<file path="config.mk">
export PLATFORM = sky130hd
export DESIGN_NAME = sys_init_seq_flat
export DESIGN_NICKNAME = d
export VERILOG_FILES = /design/src/rtl/sys_init_seq_if.sv /design/src/rtl/sys_init_seq.sv /design/src/flat_wrapper.sv
export SDC_FILE = /design/constraint.sdc
export NUM_CORES = 1
export LEC_CHECK = 0
export CAP_MARGIN = 20
export CELL_PAD_IN_SITES_DETAIL_PLACEMENT = 0
export CELL_PAD_IN_SITES_GLOBAL_PLACEMENT = 2
export CORE_AREA = 2 2 71 73
export CTS_CLUSTER_DIAMETER = 50
export DETAILED_ROUTE_END_ITERATION = 10
export DIE_AREA = 0 0 73 75
export DONT_BUFFER_PORTS = 1
export MAX_ROUTING_LAYER = met4
export PLACE_DENSITY = 0.78
export SYNTH_ARGS = -nofsm -noshare
export SYNTH_HDL_FRONTEND = slang
export SYNTH_SLANG_ARGS = --single-unit
</file>
<file path="constraint.sdc">
create_clock -name SYS_CLK -period 4.8 [get_ports SYS_CLK]
set_input_delay 0.96 -clock SYS_CLK [delete_from_list [all_inputs] [get_ports SYS_CLK]]
set_output_delay 0.96 -clock SYS_CLK [all_outputs]
set_load 0.005 [all_outputs]
</file>
<file path="src/rtl/sys_init_seq_if.sv">
// Bring-up bus between the init sequencer (master) and the MCU/subsystems (slave).
interface sys_init_seq_if #(
  parameter int N_STAGES = 4
);
  logic                START;
  logic [N_STAGES-1:0] STAGE_DONE;
  logic [N_STAGES-1:0] STAGE_REQ;
  logic [N_STAGES-1:0] STAGE_EN;
  logic                READY;
  logic                ERROR;
  logic [2:0]          ERR_STAGE;

  modport master (
    input  START, STAGE_DONE,
    output STAGE_REQ, STAGE_EN, READY, ERROR, ERR_STAGE
  );

  modport slave (
    output START, STAGE_DONE,
    input  STAGE_REQ, STAGE_EN, READY, ERROR, ERR_STAGE
  );
endinterface

</file>
<file path="src/rtl/sys_init_seq.sv">
// Power-up sequencer: settle, then per-stage request/done bring-up with timeout; registered outputs.
// Optional SYS_INIT_AUTO_START_EN: leave IDLE on the first edge out of reset without START.
module sys_init_seq #(
  parameter int N_STAGES      = 4,
  parameter int SETTLE_CYCLES = 1024,
  parameter int STAGE_TIMEOUT = 65535,
  parameter int CNT_W         = 16
) (
  input  logic           SYS_CLK,
  input  logic           S_RST_N,
  sys_init_seq_if.master bus
);

  generate
    if (N_STAGES < 1 || N_STAGES > 8) begin : g_bad_stages
      $error("sys_init_seq: N_STAGES must be 1..8");
    end
    if (SETTLE_CYCLES < 1 || STAGE_TIMEOUT < 2) begin : g_bad_times
      $error("sys_init_seq: SETTLE_CYCLES >= 1 and STAGE_TIMEOUT >= 2 required");
    end
    if ((SETTLE_CYCLES - 1) >= (1 << CNT_W) || (STAGE_TIMEOUT - 1) >= (1 << CNT_W)) begin : g_bad_cnt
      $error("sys_init_seq: CNT_W too narrow");
    end
  endgenerate

  localparam logic [CNT_W-1:0] SETTLE_LAST = CNT_W'(SETTLE_CYCLES - 1);
  localparam logic [CNT_W-1:0] TIMEOUT_LAST = CNT_W'(STAGE_TIMEOUT - 1);
  localparam logic [2:0]       LAST_STAGE   = 3'(N_STAGES - 1);

  typedef enum logic [2:0] {
    IDLE   = 3'd0,
    SETTLE = 3'd1,
    REQ    = 3'd2,
    DONE   = 3'd3,
    FAULT  = 3'd4
  } state_t;

  state_t              state, state_nxt;
  logic [2:0]          idx, idx_nxt;
  logic [CNT_W-1:0]    cnt, cnt_nxt;
  logic [N_STAGES-1:0] req, req_nxt;
  logic [N_STAGES-1:0] en, en_nxt;
  logic                ready, ready_nxt;
  logic                error, error_nxt;
  logic [2:0]          err_stage, err_stage_nxt;
  logic                done_cur;
  logic                go;

  // Only the done bit of the stage currently being requested matters.
  always_comb begin
    done_cur = 1'b0;
    for (int i = 0; i < N_STAGES; i++) begin
      if (idx == 3'(i)) done_cur = bus.STAGE_DONE[i];
    end
  end

`ifdef SYS_INIT_AUTO_START_EN
  assign go = 1'b1;
`else
  assign go = bus.START;
`endif

  always_comb begin
    state_nxt     = state;
    idx_nxt       = idx;
    cnt_nxt       = cnt;
    req_nxt       = req;
    en_nxt        = en;
    ready_nxt     = ready;
    error_nxt     = error;
    err_stage_nxt = err_stage;

    unique case (state)
      IDLE: begin
        if (go) begin
          state_nxt = SETTLE;
          cnt_nxt   = '0;
        end
      end

      SETTLE: begin
        if (cnt == SETTLE_LAST) begin
          state_nxt = REQ;
          idx_nxt   = 3'd0;
          req_nxt   = N_STAGES'(1);
          cnt_nxt   = '0;
        end else begin
          cnt_nxt = cnt + 1'b1;
        end
      end

      REQ: begin
        // Done takes priority over a coincident timeout.
        if (done_cur) begin
          en_nxt  = en | (N_STAGES'(1) << idx);
          cnt_nxt = '0;
          if (idx == LAST_STAGE) begin
            state_nxt = DONE;
            req_nxt   = '0;
            ready_nxt = 1'b1;
          end else begin
            idx_nxt = idx + 3'd1;
            req_nxt = N_STAGES'(1) << (idx + 3'd1);
          end
        end else if (cnt == TIMEOUT_LAST) begin
          state_nxt     = FAULT;
          req_nxt       = '0;
          en_nxt        = '0;
          error_nxt     = 1'b1;
          err_stage_nxt = idx;
          cnt_nxt       = '0;
        end else begin
          cnt_nxt = cnt + 1'b1;
        end
      end

      DONE, FAULT: begin
        if (bus.START) begin
          state_nxt     = SETTLE;
          cnt_nxt       = '0;
          en_nxt        = '0;
          ready_nxt     = 1'b0;
          error_nxt     = 1'b0;
          err_stage_nxt = 3'd0;
        end
      end

      default: begin
        state_nxt = IDLE;
        req_nxt   = '0;
        en_nxt    = '0;
        ready_nxt = 1'b0;
        error_nxt = 1'b0;
      end
    endcase
  end

  always_ff @(posedge SYS_CLK) begin
    if (!S_RST_N) begin
      state     <= IDLE;
      idx       <= 3'd0;
      cnt       <= '0;
      req       <= '0;
      en        <= '0;
      ready     <= 1'b0;
      error     <= 1'b0;
      err_stage <= 3'd0;
    end else begin
      state     <= state_nxt;
      idx       <= idx_nxt;
      cnt       <= cnt_nxt;
      req       <= req_nxt;
      en        <= en_nxt;
      ready     <= ready_nxt;
      error     <= error_nxt;
      err_stage <= err_stage_nxt;
    end
  end

  assign bus.STAGE_REQ = req;
  assign bus.STAGE_EN  = en;
  assign bus.READY     = ready;
  assign bus.ERROR     = error;
  assign bus.ERR_STAGE = err_stage;

endmodule

</file>
<file path="src/flat_wrapper.sv">
// flat-port wrapper written by rule: the top's interface ports become plain ports
module sys_init_seq_flat 
#(
  parameter int N_STAGES      = 4,
  parameter int SETTLE_CYCLES = 1024,
  parameter int STAGE_TIMEOUT = 65535,
  parameter int CNT_W         = 16
)
  (SYS_CLK, S_RST_N, bus_START, bus_STAGE_DONE, bus_STAGE_REQ, bus_STAGE_EN, bus_READY, bus_ERROR, bus_ERR_STAGE);
  sys_init_seq_if #(.N_STAGES(N_STAGES)) bus_i ();
  input  logic SYS_CLK;
  input  logic S_RST_N;
  input wire logic [$bits(bus_i.START)-1:0] bus_START;
  input wire logic [$bits(bus_i.STAGE_DONE)-1:0] bus_STAGE_DONE;
  output wire logic [$bits(bus_i.STAGE_REQ)-1:0] bus_STAGE_REQ;
  output wire logic [$bits(bus_i.STAGE_EN)-1:0] bus_STAGE_EN;
  output wire logic [$bits(bus_i.READY)-1:0] bus_READY;
  output wire logic [$bits(bus_i.ERROR)-1:0] bus_ERROR;
  output wire logic [$bits(bus_i.ERR_STAGE)-1:0] bus_ERR_STAGE;
  assign bus_i.START = bus_START;
  assign bus_i.STAGE_DONE = bus_STAGE_DONE;
  assign bus_STAGE_REQ = bus_i.STAGE_REQ;
  assign bus_STAGE_EN = bus_i.STAGE_EN;
  assign bus_READY = bus_i.READY;
  assign bus_ERROR = bus_i.ERROR;
  assign bus_ERR_STAGE = bus_i.ERR_STAGE;
  sys_init_seq #(.N_STAGES(N_STAGES), .SETTLE_CYCLES(SETTLE_CYCLES), .STAGE_TIMEOUT(STAGE_TIMEOUT), .CNT_W(CNT_W)) u_core (.SYS_CLK(SYS_CLK), .S_RST_N(S_RST_N), .bus(bus_i));
endmodule
</file>
==> results of run 1 <==
-- routing by layer --
metal,global-route usage,vias to the layer above
li1,-,757
met1,0.1914,710
met2,0.2693,38
met3,0.04953,10
met4,0.06584,0
met5,-,-
-- worst min path at each step --
stage / to / slack (ns) / cells past startpoint
floorplan: u_core.bus.ERROR / 0.46 / 2
global placement: u_core.bus.STAGE_EN[1] / 0.48 / 2
detailed placement: u_core.bus.STAGE_REQ[3] / 0.49 / 1
CTS: u_core.bus.STAGE_EN[3] / 0.51 / 2
global route: u_core.bus.STAGE_REQ[1] / 0.54 / 1
finish: u_core.bus.ERROR / 0.51 / 2
-- cells in the final DEF, fill, tap and decap left out, types with 2 or more instances in the layout --
master,instances
a21oi_1,10
a31oi_1,4
a22oi_1,4
xor2_1,4
a22o_1,3
o21ai_1,2
nor2b_1,11
xnor2_1,11
nand2_1,12
a211oi_1,2
inv_1,9
nand3b_1,2
mux2i_1,2
ha_1,8
nand3_1,7
o21ai_0,6
nor2_1,32
and2_1,2
clkbuf_8,7
a21o_1,2
nor3_1,6
and3_1,3
o31a_1,2
nand2b_1,4
nand4_1,6
o211ai_1,3
dfxtp_1,35
-- worst max-delay path: cells and delay by family, from the launching register on --
family                   cells  cell delay [ns]
AO/OA/AOI/OAI                4             1.01
adder cells (fa/ha/maj)      2             0.48
AND/OR/NAND/NOR              2             0.39
flip-flops                   1             0.36
-- registers in the layout, summed over array words and instances (netlist names) --
register	cells
u_core.bus.ERR_STAGE	3
u_core.bus.ERROR	1
u_core.bus.STAGE_EN	4
u_core.cnt	16
u_core.bus.READY	1
u_core.bus.STAGE_REQ	4
u_core.idx	3
u_core.state	3
-- layout make-up --
cell class | count | area share
clock buffer | 7 | 0.04849
clock inverter | 1 | 0.003778
inverter | 9 | 0.01700
multi-input combinational | 165 | 0.5441
sequential | 35 | 0.3526
tap | 54 | 0.03400
-- cells by family (layout without fill, tap and decap cells) --
logic type | after synthesis | in the layout | share of synthesized area
AO/OA/AOI/OAI | 48 | 48 | 0.1891
buffers and inverters | 15 | 17 | 0.03848
multiplexers | 2 | 2 | 0.01080
XOR/XNOR | 15 | 15 | 0.07089
AND/OR/NAND/NOR | 92 | 92 | 0.2586
adder cells (fa/ha/maj) | 8 | 8 | 0.05402
flip-flops | 35 | 35 | 0.3781
-- cells in the mapped netlist (2+ instances only) --
library cell | count | share of area
dfxtp_1 | 35 | 0.38
nor2_1 | 32 | 0.065
nand2_1 | 12 | 0.024
nor2b_1 | 11 | 0.037
xnor2_1 | 11 | 0.052
a21oi_1 | 10 | 0.027
inv_1 | 9 | 0.018
ha_1 | 8 | 0.054
nand3_1 | 7 | 0.019
nand4_1 | 6 | 0.020
nor3_1 | 6 | 0.016
o21ai_0 | 6 | 0.016
a22oi_1 | 4 | 0.016
a31oi_1 | 4 | 0.014
nand2b_1 | 4 | 0.014
xor2_1 | 4 | 0.019
a22o_1 | 3 | 0.014
and3_1 | 3 | 0.010
buf_2 | 3 | 0.0081
o211ai_1 | 3 | 0.012
a211oi_1 | 2 | 0.0081
a21o_1 | 2 | 0.0081
and2_1 | 2 | 0.0068
mux2i_1 | 2 | 0.011
nand3b_1 | 2 | 0.0081
o21ai_1 | 2 | 0.0054
o31a_1 | 2 | 0.0095
-- power breakdown --
part,internal (mW),total [mW],switching [mW]
Combinational,0.0854,0.229,0.143
Sequential,0.312,0.343,0.0310
Clock,0.130,0.238,0.108
Total,0.528,0.810,0.282
-- metrics by stage --
stage | setup WS, ns | cell area (sq um) | utilization | instances | power, mW
3_3_place_gp | 2.472 | 1883 | 0.4040 | 263 | 0.5742
6_report | 2.460 | 1987 | 0.4263 | 271 | 0.8102
5_1_grt | 2.295 | 1987 | 0.4263 | 271 | 0.8606
2_1_floorplan | 2.634 | 1853 | - | 215 | 0.5405
4_1_cts | 2.451 | 1987 | 0.4263 | 271 | 0.8179
3_5_place_dp | 2.428 | 1883 | 0.4040 | 263 | 0.5761
==> flow_summary.yaml, run 1 <==
timing:
  timing.final.crit_period_ns: 2.340
  tightest_slew_ns: 0.5470
  clock_skew_ns: 0.005208
  setup_tns_ns: 0
  hold_violations: 0
  hold_slack_ns: 0.5058
  fin_crit_sh: 0.4874
  setup_viol: 0
  fmax_mhz: 427.4
  rsz0062_at_grt: "no"
  max_slew_margin: 0.6322
  drv_slew: 0
finish:
  drive_gt1_frac: 0.07834
  fill_cells: 482
  multi_input_area_sq_um: 1081
  nNetsFinal: 231
  syn_to_final_growth_pct: 7.225
  insertedDiodeCount: 0
  seq_area_sq_um: 700.7
setup_path:
  reg2reg_depth: 8
  worst_ep_arrival_time_ns: 2.52
  endpoint_kind: "flop"
  rrSetupSlack_ns: 2.46
  endpoint: "u_core.bus.STAGE_REQ[1]"
  reg2reg_from: "u_core.idx[0]"
  cp.required_ns: 4.98
  start_kind: "flop"
  slowest_delay_ns: 0.37
  crit_top_cell: "ha_1"
  cp_slowest_cell: "a211oi_4"
  crit_path_cell_trace: "ha_1, ha_1, or2_1, a211oi_4, a21oi_2, a211oi_2, nor2b_1, a22o_1"
  critical_path_class: "flop to flop"
  worstPathMaxFanout: 8
  reg2reg_to: "u_core.bus.STAGE_REQ[1]"
  setup.worst_path.start: "u_core.idx[0]"
detailed_routing:
  routedWlPerCell_um: 14.45
  vias: 1515
  drtIter0Drc: 97
  dr.pass1.iters: 4
  met3WireLength_um: 187
  routed_via_density: 5.590
  antenna_left: 0
  wl_met1_um: 1811
  top_layer_used: "met4"
  finalWirelength_um: 3916
  met2_length_um: 1840
  drc_errors: 0
synth:
  netlist_instances: 215
  avgSynthCellArea_sq_um: 8.619
  syn_area_sq_um: 1853
  ys_ff_latch: 35
  synth_warnings: 0
  postSynthNetCount: 230
  ys_types: 47
  synth_edf_count: 0
  ys_seq_area_frac: 0.3781
  ys.flop_type: "dfxtp_1"
  async_reset_ff_frac: 0
status:
  status: "finished clean"
power:
  power_density_nw_per_um2: 407.8
  vdd_drop_max_mv: 0.1399
  p_leak_nw: 0.6874
min_path:
  min_from: "u_core.bus.ERROR"
  hold_path.class: "flop to flop"
global_routing:
  track_usage: 0.1655
  antenna_found_initial: 0
  grt_max_degree: 17
  grt_pass1_wl_um: 6837
  grt_pass1_vias: 1481
  overflow: 0
clock_tree:
  htreeDepth: 2
  clk_latency_ns: 0.29
  clk_pin_slew_ns: 0.07
  cts_setup_buffers: 0
  cts_hold_buf: 0
  cts_buffers: 5
  clock_sinks: 35
  clock-root-buffer: "clkbuf_8"
  cts_resized: 0
  clk_path_buf_depth: 2
  cts_tree: "yes"
floorplanning:
  start_util: 0.3976
  core_area_sq_um: 4661
  ios: 20
  rows: 25
  dieArea_sq_um: 5475
  die_w_um: 73
  fp.dieH_um: 75
placed_design:
  globalplace.congestion: 0.8960
  portBuffers: 0
  dp_hpwl_um: 2921
run:
  cap_violations: 0
(Power assumes the default switching activity.)
==> run 2, diff against run 1 <==
- CORE_AREA: 2 2 71 73 -> 2 2 73 75
- DIE_AREA: 0 0 73 75 -> 0 0 75 77
- PLACE_DENSITY: 0.78 -> 0.74
- clock period: 4.8 -> 2.3 ns (I/O delays scaled with it)
==> run 2 against run 1 <==
Fmax increased by 9.8%. Worst setup slack got worse by 2.3 ns. Critical path depth up 1. Sequential share of layout area shrank 0.95 points. Die area grew 5.5%. Combinational power grew 110%. Clock power up 140%. Non-clock buffer count up 3. Sequential power is 110% higher. Critical endpoint unchanged.
==> flow_summary.yaml, run 2 (same netlist as run 1, synthesis figures left out) <==
status:
  status: "finished clean"
floorplanning:
  rows: 26
  die_w_um: 75
  fp.dieH_um: 77
  ios: 20
  dieArea_sq_um: 5775
  core_area_sq_um: 4977
  start_util: 0.3723
global_routing:
  antenna_found_initial: 0
  use_met1: 0.1901
  busiest_layer: "met2"
  grt_use_met3: 0.04205
  grtUsageMet2: 0.2368
  grt_pass1_wl_um: 6906
  grt_max_degree: 17
  grt_pass1_vias: 1485
  overflow: 0
  track_usage: 0.1569
setup_path:
  critical_path_class: "flop to flop"
  rrSetupSlack_ns: 0.17
  reg2reg_to: "u_core.bus.STAGE_REQ[1]"
  crit_path_cell_trace: "ha_1, ha_1, or2_1, a211oi_4, buf_4, a21oi_2, a211oi_2, nor2b_1, a22o_1"
  reg2reg_from: "u_core.idx[0]"
  crit_top_cell: "ha_1"
  endpoint: "u_core.bus.STAGE_REQ[1]"
  critical-path-top-delay-family: "compound AO/OA/AOI/OAI gates"
  start_kind: "flop"
  worst_ep_arrival_time_ns: 2.31
  cp_num_cells: 9
  cp_slowest_cell: "dfxtp_2"
  worstPathMaxFanout: 8
  slowest_delay_ns: 0.35
  cp.required_ns: 2.48
  endpoint_kind: "flop"
  setup.worst_path.start: "u_core.idx[0]"
  cp_num_buf_inv: 1
  reg2reg_depth: 9
detailed_routing:
  routedWlPerCell_um: 13.84
  finalWirelength_um: 4013
  dr.pass1.iters: 4
  drc_errors: 0
  antenna_left: 0
  routed_via_density: 5.172
  vias: 1500
  drtIter0Drc: 147
finish:
  insertedDiodeCount: 0
  finalNonFillerCells: 290
  largest-register: "u_core.cnt"
  mostFrequentLayoutCells: "dfxtp_1, nor2_1, nand2_1"
  fin_area_sq_um: 2049
  final_common_cell: "dfxtp_1"
  drive_gt1_frac: 0.1045
  nNetsFinal: 234
  largest_reg_flops: 16
  syn_to_final_growth_pct: 10.60
clock_tree:
  clk_path_buf_depth: 2
  clock_sinks: 35
  clk_pin_slew_ns: 0.07
  clock-root-buffer: "clkbuf_8"
  htreeDepth: 2
  cts_hold_buf: 0
  clk_latency_ns: 0.29
  cts_buffers: 5
  cts_tree: "yes"
timing:
  fin_crit_sh: 0.9263
  max_slew_margin: 0.6066
  drv_slew: 0
  setup_viol: 0
  fmax_mhz: 469.4
  hold_violations: 0
  timing.final.crit_period_ns: 2.130
  tightest_slew_ns: 0.5850
  rsz0062_at_grt: "no"
  clock_skew_ns: 0.004636
  setup_tns_ns: 0
run:
  cap_violations: 0
placed_design:
  dp.cells: 281
  portBuffers: 0
  dp_hpwl_um: 2960
  dpl_cell_area_sq_um: 1918
  globalplace.congestion: 0.9018
power:
  p_switching_mw: 0.5964
  vdd_drop_max_mv: 0.3585
  switching_share: 0.3338
  internal_power_mw: 1.190
  p_leak_nw: 0.7149
  power_frac_seq: 0.401
  combPwrFrac: 0.273
  power_frac_clock: 0.326
  totalPowerFinal_mw: 1.786
  power_density_nw_per_um2: 871.7
min_path:
  min_from: "S_RST_N"
  hold_path.class: "input pin to flop"
## run 2: worst min-delay path by stage
stage	to	slack, ns	depth (start not counted)
global route	u_core.idx[0]	0.29	1
global placement	u_core.bus.STAGE_EN[3]	0.48	2
detailed placement	u_core.bus.STAGE_EN[3]	0.48	2
finish	u_core.idx[0]	0.29	1
floorplan	u_core.bus.ERROR	0.46	2
CTS	u_core.bus.STAGE_REQ[0]	0.29	1
## run 2: per-stage QoR
stage	setup slack (ns)	hold slack [ns]	utilization
global route	0.007422	0.2864	0.4118
CTS	0.08467	0.2939	0.4090
finish	0.1696	0.2943	0.4118
detailed placement	0.09755	0.4845	0.3854
global placement	0.09636	0.4794	0.3854
floorplan	0.2469	0.4604	-
## run 2: area by class of cell
| type | count | area [sq um] |
|---|---|---|
| fillers | 514 | 2928 |
| multi-input cells | 165 | 1085 |
| flip-flops and latches | 35 | 703.2 |
| well taps | 70 | 87.58 |
| clock buffers | 6 | 82.58 |
| clock inverters | 2 | 35.03 |
| inverters | 9 | 33.78 |
| repair buffers | 3 | 22.52 |
## run 2: routing by layer
metal | vias to the layer above | share of wire | routed length (um)
li1 | 764 | - | -
met1 | 692 | 0.46 | 1831
met2 | 33 | 0.47 | 1892
met3 | 11 | 0.044 | 177
met4 | 0 | 0.028 | 111
met5 | - | 0 | 0
## run 2: what timing repair did
item / CTS / global route
setup buffers: 0 / 1
endpoints found under the setup margin: 0 / 29
resized for setup: 0 / 3
## run 2: power by group through the flow
stage / logic [mW] / clock network [mW] / registers, mW
5_1_grt: 0.547 / 0.632 / 0.728
6_report: 0.487 / 0.583 / 0.716
4_1_cts: 0.481 / 0.599 / 0.716
3_3_place_gp: 0.480 / 0 / 0.727
2_1_floorplan: 0.437 / 0 / 0.691
3_5_place_dp: 0.480 / 0 / 0.730
==> run 3, diff against run 2 <==
- ABC_AREA: not set -> 1
- CORE_AREA: 2 2 73 75 -> 2 2 80 82
- DIE_AREA: 0 0 75 77 -> 0 0 82 84
- PLACE_DENSITY: 0.74 -> 0.73
==> run 3 against run 2 <==
Worst setup slack better by 0.27 ns. Utilization down 4.8 points. Synthesized cell count up 37%. Sequential power down 3%. Hold slack better by 0.011 ns. Clock skew up 0.0014 ns. Total power down 0.25%. Final cell count up 30%. Combinational power up 21%. Wire length up 19%. Design area up 8.1%. Critical path type unchanged.
==> flow_summary.yaml, run 3 <==
synth:
  synth-xor-area-share: 0.02141
  synth_warnings: 0
  synth_edf_count: 0
  yosysMostFrequentCell: "nand2_1"
  netlist_top_cells_count: "nand2_1, inv_1, dfxtp_1"
  yosys.area_share.adder: 0.04893
  ys_ff_latch: 35
  netlist_instances: 295
  netlist.area_leader.share: 0.3425
  postSynthNetCount: 310
  syn_area_sq_um: 2046
  ys_seq_area_frac: 0.3425
  synth_top_cell_by_area: "dfxtp_1"
  synth_compound_area_frac: 0.08073
  ys.flop_type: "dfxtp_1"
  avgSynthCellArea_sq_um: 6.935
  synth_top_family_by_area: "simple AND/OR/NAND/NOR gates"
  ys_types: 33
  async_reset_ff_frac: 0
  synth-simple-area-share: 0.4080
  synth.area.top_cells: "dfxtp_1, nand2_1, inv_1"
  synthMuxAreaShare: 0
finish:
  nNetsFinal: 314
  final_common_cell: "nand2_1"
  largest_reg_flops: 16
  drive_gt1_frac: 0.1533
  syn_to_final_growth_pct: 8.318
  fin_area_sq_um: 2216
  mostFrequentLayoutCells: "nand2_1, inv_1, dfxtp_1"
  largest-register: "u_core.cnt"
  fin_util: 0.3635
  finalNonFillerCells: 377
  insertedDiodeCount: 0
clock_tree:
  clk_pin_slew_ns: 0.07
  cts_setup_buffers: 0
  cts_buffers: 5
  cts_resized: 0
  clk_latency_ns: 0.29
  cts_hold_buf: 0
  htreeDepth: 2
  clock_sinks: 35
  clk_path_buf_depth: 2
  cts_tree: "yes"
  clock-root-buffer: "clkbuf_8"
setup_path:
  endpoint_kind: "flop"
  reg2reg_depth: 12
  cp.required_ns: 2.48
  start_kind: "flop"
  reg2reg_from: "u_core.idx[1]"
  reg2reg_to: "u_core.bus.STAGE_EN[0]"
  worstPathMaxFanout: 6
  worst_ep_arrival_time_ns: 2.05
  critical_path_class: "flop to flop"
  rrSetupSlack_ns: 0.44
timing:
  setup_tns_ns: 0
  timing.final.crit_period_ns: 1.863
  drv_slew: 0
  hold_violations: 0
  setup_viol: 0
  hold_slack_ns: 0.3048
  max_slew_margin: 0.7579
  tightest_slew_ns: 0.3627
  fin_crit_sh: 0.8101
  rsz0062_at_grt: "no"
  clock_skew_ns: 0.006067
  setup_ws_ns: 0.4369
  fmax_mhz: 536.7
global_routing:
  grt_pass1_vias: 1802
  antenna_found_initial: 0
  track_usage: 0.1607
  grt_max_degree: 15
  grt_pass1_wl_um: 8314
  overflow: 0
placed_design:
  globalplace.congestion: 0.8170
  dp.cells: 369
  dpl_cell_area_sq_um: 2116
  portBuffers: 0
  pre_cts_ws_ns: 0.3966
  dp_hpwl_um: 3819
min_path:
  hold_path_end: "u_core.cnt[10]"
  holdPathStages: 2
  hold_path.class: "input pin to flop"
  min_from: "S_RST_N"
detailed_routing:
  finalWirelength_um: 4770
  vias: 1743
  drtIter0Drc: 81
  drc_errors: 0
  antenna_left: 0
  dr.pass1.iters: 4
  routed_via_density: 4.623
  routedWlPerCell_um: 12.65
floorplanning:
  rows: 29
  die_w_um: 82
  start_util: 0.3356
  core_area_sq_um: 6096
  dieArea_sq_um: 6888
  ios: 20
  fp.dieH_um: 84
power:
  vdd_drop_max_mv: 0.3147
  p_leak_nw: 0.8774
  power_density_nw_per_um2: 804.2
  totalPowerFinal_mw: 1.782
run:
  cap_violations: 0
status:
  status: "finished clean"
-- run 3: cell count changes in the layout (fill, tap and decap cells not counted), moves of 8 or more --
cell,change
inv_1,+33
nor2_2,+14
xnor2_1,-8
nand3_1,+13
a21oi_1,+12
nand2_1,+63
nor2b_1,-11
-- run 3: cells by family (layout without fill, tap and decap cells) --
group / count (synthesis) / in the layout
adders and majority gates: 8 / 8
AOI/OAI and AO/OA: 31 / 31
xor gates and xnor gates: 5 / 5
DFF: 35 / 35
and+or+nand+nor: 167 / 167
buffers and inverters: 49 / 54
-- run 3: how the worst max path moves through the flow --
| stage | end | from | depth (start not counted) |
|---|---|---|---|
| finish | u_core.bus.STAGE_EN[0] | u_core.idx[1] | 12 |
| global route | u_core.cnt[7] | u_core.idx[1] | 10 |
| CTS | u_core.bus.STAGE_EN[0] | u_core.idx[1] | 12 |
| detailed placement | u_core.bus.STAGE_EN[0] | u_core.idx[1] | 12 |
| global placement | u_core.bus.STAGE_EN[0] | u_core.idx[1] | 12 |
| floorplan | u_core.bus.STAGE_EN[0] | u_core.idx[0] | 12 |
-- run 3: layout make-up --
cell class / count / area, sq um
Clock buffer: 8 / 100.1
Multi-Input combinational cell: 211 / 1144
Tap cell: 77 / 96.34
Inverter: 46 / 175.2
Fill cell: 659 / 3880
Sequential cell: 35 / 700.7
-- run 3: routing by layer --
layer / routed length, um / track usage / vias to the layer above
met5: 0 / - / -
met4: 71 / 0.05000 / 0
met3: 181 / 0.04437 / 6
met2: 2500 / 0.2794 / 23
met1: 2016 / 0.1741 / 778
li1: - / - / 936
-- run 3: critical path, stage by stage, from the launching register on --
cell and delay, ns:
dfxtp_1 0.44, inv_1 0.10, ha_1 0.24, nor2_1 0.12, nand2_1 0.06, nand3_1 0.10, nand2_2 0.09, nand2_1 0.11
nor2_2 0.06, nor2_2 0.16, nand2_1 0.09, nand2_1 0.13, a21oi_1 0.05
-- run 3: where the power goes --
part | switching (mW) | total (mW) | internal [mW]
Combinational | 0.433 | 0.590 | 0.157
Clock | 0.222 | 0.495 | 0.273
Sequential | 0.0451 | 0.697 | 0.652
